**config.mk**
```make
export PLATFORM = sky130hd
export DESIGN_NAME = input_conditioner
export DESIGN_NICKNAME = d
export VERILOG_FILES = /design/src/rtl/input_conditioner.sv
export SDC_FILE = /design/constraint.sdc
export NUM_CORES = 1
export LEC_CHECK = 0
export BUFFER_PORTS_ARGS = -buffer_cell sky130_fd_sc_hd__buf_2
export CORE_AREA = 2 2 39 41
export CTS_CLUSTER_DIAMETER = 40
export DETAILED_ROUTE_END_ITERATION = 12
export DIE_AREA = 0 0 41 43
export PLACE_DENSITY = 0.42
export SLEW_MARGIN = 20
export SYNTH_ARGS = -nofsm -noshare
export SYNTH_HDL_FRONTEND = slang
export SYNTH_SLANG_ARGS = --single-unit
```
**constraint.sdc**
```tcl
create_clock -name clk -period 1.7 [get_ports clk]
set_clock_uncertainty 0.15 [all_clocks]
set_input_delay 0.17 -clock clk [delete_from_list [all_inputs] [get_ports clk]]
set_output_delay 0.17 -clock clk [all_outputs]
set_load 0.03 [all_outputs]
```
**src/rtl/input_conditioner.sv**
```systemverilog
// Conditions a raw asynchronous level: an N-flop synchronizer, then a debounce
// FSM that needs DEBOUNCE_CYCLES consecutive samples at the new level.
module input_conditioner #(
  parameter int SYNC_STAGES     = 2,
  parameter int DEBOUNCE_CYCLES = 4,
  parameter bit RESET_VAL       = 1'b0
) (
  input  logic clk,
  input  logic rst_n,
  input  logic din_async,
  output logic dout,
  output logic busy,
  output logic glitch
);
  localparam int CNT_W = $clog2(DEBOUNCE_CYCLES + 1);
  localparam logic [CNT_W-1:0] CNT_MAX = CNT_W'(DEBOUNCE_CYCLES - 1);

  localparam logic [1:0] IDLE_LO = 2'd0;
  localparam logic [1:0] PEND_HI = 2'd1;
  localparam logic [1:0] IDLE_HI = 2'd2;
  localparam logic [1:0] PEND_LO = 2'd3;
  localparam logic [1:0] RST_ST  = RESET_VAL ? IDLE_HI : IDLE_LO;

  logic [SYNC_STAGES-1:0] sync_q;
  logic                   din_s;
  logic [1:0]             state, state_n;
  logic [CNT_W-1:0]       cnt, cnt_n;
  logic                   dout_n, busy_n, glitch_n;

  // Plain flop chain: nothing may sit between synchronizer stages.
  always_ff @(posedge clk or negedge rst_n) begin
    if (!rst_n) sync_q <= {SYNC_STAGES{RESET_VAL}};
    else        sync_q <= {sync_q[SYNC_STAGES-2:0], din_async};
  end

  assign din_s = sync_q[SYNC_STAGES-1];

  always_comb begin
    state_n  = state;
    cnt_n    = cnt;
    dout_n   = dout;
    glitch_n = 1'b0;
    case (state)
      IDLE_LO:
        if (din_s) begin
          if (DEBOUNCE_CYCLES == 1) begin
            state_n = IDLE_HI;
            dout_n  = 1'b1;
          end else begin
            state_n = PEND_HI;
            cnt_n   = CNT_W'(1);
          end
        end
      PEND_HI:
        if (!din_s) begin
          state_n  = IDLE_LO;
          cnt_n    = '0;
          glitch_n = 1'b1;
        end else if (cnt == CNT_MAX) begin
          state_n = IDLE_HI;
          dout_n  = 1'b1;
          cnt_n   = '0;
        end else begin
          cnt_n = cnt + CNT_W'(1);
        end
      IDLE_HI:
        if (!din_s) begin
          if (DEBOUNCE_CYCLES == 1) begin
            state_n = IDLE_LO;
            dout_n  = 1'b0;
          end else begin
            state_n = PEND_LO;
            cnt_n   = CNT_W'(1);
          end
        end
      PEND_LO:
        if (din_s) begin
          state_n  = IDLE_HI;
          cnt_n    = '0;
          glitch_n = 1'b1;
        end else if (cnt == CNT_MAX) begin
          state_n = IDLE_LO;
          dout_n  = 1'b0;
          cnt_n   = '0;
        end else begin
          cnt_n = cnt + CNT_W'(1);
        end
      default: begin
        state_n = RST_ST;
        cnt_n   = '0;
        dout_n  = RESET_VAL;
      end
    endcase
    busy_n = (state_n == PEND_HI) || (state_n == PEND_LO);
  end

  always_ff @(posedge clk or negedge rst_n) begin
    if (!rst_n) begin
      state  <= RST_ST;
      cnt    <= '0;
      dout   <= RESET_VAL;
      busy   <= 1'b0;
      glitch <= 1'b0;
    end else begin
      state  <= state_n;
      cnt    <= cnt_n;
      dout   <= dout_n;
      busy   <= busy_n;
      glitch <= glitch_n;
    end
  end
endmodule

```
Word-level counts from Yosys, hierarchy flattened. Index checks and enable logic that the tools add are counted.

Register bits: 10. Bits of input ports: 3. Output and inout port bits: 3. Word-level logic and storage cells: 45.

Add/sub/neg operators: 1. Equality and inequality tests: 12. Muxes and demuxes: 21. Reductions and logical operators: 5.

Operator list (count): 3-bit two-way mux (5); 2-bit two-way mux (6); 2-bit inequality test, second input constant (6); 3-bit one-hot mux with 4 select lines (1); 2-bit one-hot mux with 4 select lines (1); 2-bit equality test, second input constant (3); 1-bit two-way mux (6); 5-bit AND reduction (1); 2-bit by 1-bit equality test with 1-bit output, second input constant (2); 1-bit one-hot mux with 2 select lines (2); 3-bit by 1-bit adder with 3-bit output, second input constant (1); 3-bit by 2-bit equality test with 1-bit output, second input constant (1); 2-bit zero test (1); 2-bit AND reduction (1); 2-bit nonzero test (1); 1-bit logical OR (1).

Logic depth before layout (Yosys ltp).
Depth in word-level cells: 6. Mapped depth: 4. Mapped depth without buffers: 4.

Least setup slack after synthesis. OpenSTA, ideal clock, no wires.

Path type: register -> register. Start point: reg state[0]. End point: reg dout. Library setup time: 0.121 ns. Arrival: 1.071 ns. Required time: 1.429 ns. Setup slack: 0.358 ns. Stages on the path, launching flop included: 4. Path buffers: 0. Period minus slack after synthesis: 1.342 ns. Path through: dfrtp_1 > and3b_1 > a21boi_0 > o22a_1.

Word-level cells in the longest chain between the ends: 3. Elaborated cells on any way between the ends: 9. Classes of those cells: eq/ne: 6; mux: 1; reduce/logical: 2.

Ends and longest elaborated chain: from (decl) (RTL line 26) `logic [1:0] state, state_n;`; from (signal assigned) (RTL line 105) `state <= state_n;`; 2-bit by 1-bit equality test with 1-bit output or 2-bit equality test (tied branches) (RTL line 43) `case (state)`; 2-bit inequality test (no source line) or 2-bit nonzero test (tied branches); 5-bit AND reduction (no source line); to (signal assigned) (RTL line 107) `dout <= dout_n;`; to (decl) (RTL line 11) `output logic dout,`.

Parallel ways exist; a longest one is shown, timed or not. A chain may end at the register's enable or synchronous reset.

Worst setup path in the final report.
Start point: reg cnt[0]. End point: reg dout.

Word-level cells in the longest chain between the ends: 3. Elaborated cells on any way between the ends: 4. Classes of those cells: eq/ne: 3; reduce/logical: 1.

Ends and longest elaborated chain: from (decl) (RTL line 27) `logic [CNT_W-1:0] cnt, cnt_n;`; from (signal assigned) (RTL line 106) `cnt <= cnt_n;`; 3-bit by 2-bit equality test with 1-bit output (*) (RTL line 59, 81); 2-bit inequality test (no source line); 5-bit AND reduction (no source line) (*).

Mark *: on every way between the ends. The rest lies on a longest branch, timed or not.

==> out/results.ini <==
[run_status]
status=finished clean

[yosys]
synthMuxAreaShare_pct=0
syn_area_sq_um=373
synthDistinctLibCells=16
ys_seq_area_share_pct=60.4
synth-simple-area-share_pct=21.8
synth_warnings=0
syn_inst=31
synth_compound_area_share_pct=9.73
synth_xor_area_share_pct=4.70
synth_seq_cells=9
synth_nets=35
syn_area_per_cell_sq_um=12.0
synth_fa_ha_area_share_pct=3.36
synth_top_family_by_area=simple AND/OR/NAND/NOR gates

[global_route]
grt_use_total_pct=10.4
gr-total-overflow=0
grt_pass1_vias=258
antenna_found_initial=0
grt_max_degree=10
grt_pass1_wl_um=1110

[finish]
num_antenna_cells=0
area_growth_pct=24.5
instances_no_fill=58
seq_area_sq_um=225
final_core_util_pct=33.5
fin_area_sq_um=464
nNetsFinal=47
drive_gt1_share_pct=23.8
multiInputGateArea_sq_um=148
final_cell_mix=9 x dfrtp_1, 5 x buf_2, 4 x nand2_1
fillCellCount=146
layout_commonest_cell=dfrtp_1

[routing]
wl_um=626
wl_met2_um=310
vias_per_cell=4.52
ant_nets=0
drc=0
wl_met1_um=275
wl_per_cell_um=10.8
top_layer=met4
drt-pass1-iter-count=4
drt_iter0_drc=5
dr_total_vias=262
route.met3.wl_um=31

[sta]
max_slew_margin_pct=71.8
setup_tns_ns=0
setup_violations=0
fin_crit_ns=1.41
rsz0062_at_grt=no
fin_crit_sh_pct=83.0
slew_viol_final=0
hold_viol_final=0
max_freq_mhz=709
worst_pin_slew_ns=0.421

[power]
p_int_mw=0.472
combinationalPowerShare_pct=34.2
switching_power_mw=0.277
sequentialPowerShare_pct=45.0
clock_power_share_pct=20.8
vdd_drop_max_v=0.000488
power_density_mw_per_mm2=1610
leakage_nw=0.232
p_sw_share_pct=37.0

[clock_tree]
cts_sinks=9
clockBufferDepth=2
cts_max_level=1
clk_pin_slew_ns=0.06
post_cts_buffers=0
cts-root-buf=clkbuf_4
cts_tree=built
cts_made_buffers=3
clk_latency_ns=0.25
cts_resized=0

[setup_path]
crit_path_max_fanout=4
path_class=flop to flop
r2r_slack_ns=0.29
end_kind=flop
worstReg2RegStart=cnt[0]
reg2regPathDepth=4
cp.required_ns=1.74
timing.rr.end=dout
setup.worst_path.start_class=flop
crit_arrival_ns=1.45

[place]
post_dp_cell_area_sq_um=418
io_buffer_count=5
dp_cells=52
gp_congestion=0.697

[floorplan]
fp.dieW_um=41
start_util_pct=26.9
io_pins=6
die_h_um=43
rows=14
coreArea_sq_mm=0.00138
die_area_sq_mm=0.00176

[job]
cap_violations=0

[worst_hold_path]
hold_path_class=primary input to async pin

per-stage QoR:
step	hold slack [ns]	worst slack [ns]	power (mW)
finish	0.140	0.289	0.748
global route	0.172	0.182	0.811
CTS	0.138	0.286	0.763
detailed placement	-0.123	0.300	0.598
global placement	-0.123	0.363	0.579
floorplan	-0.276	0.358	0.517
power groups by stage:
stage | logic, mW | clock network [mW] | registers [mW]
5_1_grt | 0.283 | 0.175 | 0.353
6_report | 0.256 | 0.155 | 0.337
4_1_cts | 0.261 | 0.165 | 0.337
3_3_place_gp | 0.247 | 0 | 0.332
3_5_place_dp | 0.257 | 0 | 0.341
2_1_floorplan | 0.135 | 0 | 0.382
critical path: stages (launching register included):
cell and delay (ns):
dfrtp_1 0.40, ha_1 0.25, and3b_1 0.21, a21boi_0 0.19, o22a_1 0.15
synthesized netlist by cell type:
cell,count,area share [%]
a21boi_0,1,2.0
ha_1,1,3.4
nand3_1,1,1.3
nor3b_2,1,3.4
xor2_1,1,2.3
and3b_1,1,2.3
o22a_1,1,2.3
o21ai_0,1,1.3
nand3b_1,2,4.0
xnor2_1,1,2.3
o21a_1,2,4.0
dfrtp_1,9,60
nand2_1,4,4.0
nor2b_1,1,1.7
nor2_1,3,3.0
and2_2,1,2.0
how the worst max path moves through the flow:
stage	cells past startpoint	slack [ns]	startpoint	endpoint
after detailed placement	4	0.30	cnt[0]	dout
after floorplan	3	0.36	state[0]	dout
final	4	0.29	cnt[0]	dout
after global routing	4	0.18	cnt[0]	dout
after CTS	4	0.29	cnt[0]	dout
after global placement	4	0.36	cnt[0]	dout
final cells by class:
type / instances / share of cell area (%)
timing repair buffer: 7 / 9.70
multi-input combinational: 22 / 31.8
tap: 16 / 4.31
clock buffer: 4 / 5.66
sequential: 9 / 48.5
registers in the layout, summed over array words and instances, names as in the netlist:
register / cells
sync_q: 2
cnt: 3
state: 2
dout: 1
glitch: 1
metal layers:
layer / GRT usage (%) / vias up
met1: 12.2 / 127
met4: 10.0 / 0
met3: 3.14 / 2
li1: - / 128
met5: 0 / -
met2: 14.1 / 5
logic make-up after synthesis:
| family | count (synthesis) |
|---|---|
| adders and majority gates | 1 |
| AOI/OAI and AO/OA | 5 |
| xor gates and xnor gates | 2 |
| DFF | 9 |
| and+or+nand+nor | 14 |
timing repair:
item	in CTS	in global routing
hold buffers	2	0
endpoints found under the hold margin	10	0
setup endpoints to repair	0	0
No activity file was read; power rests on OpenSTA's default activity.
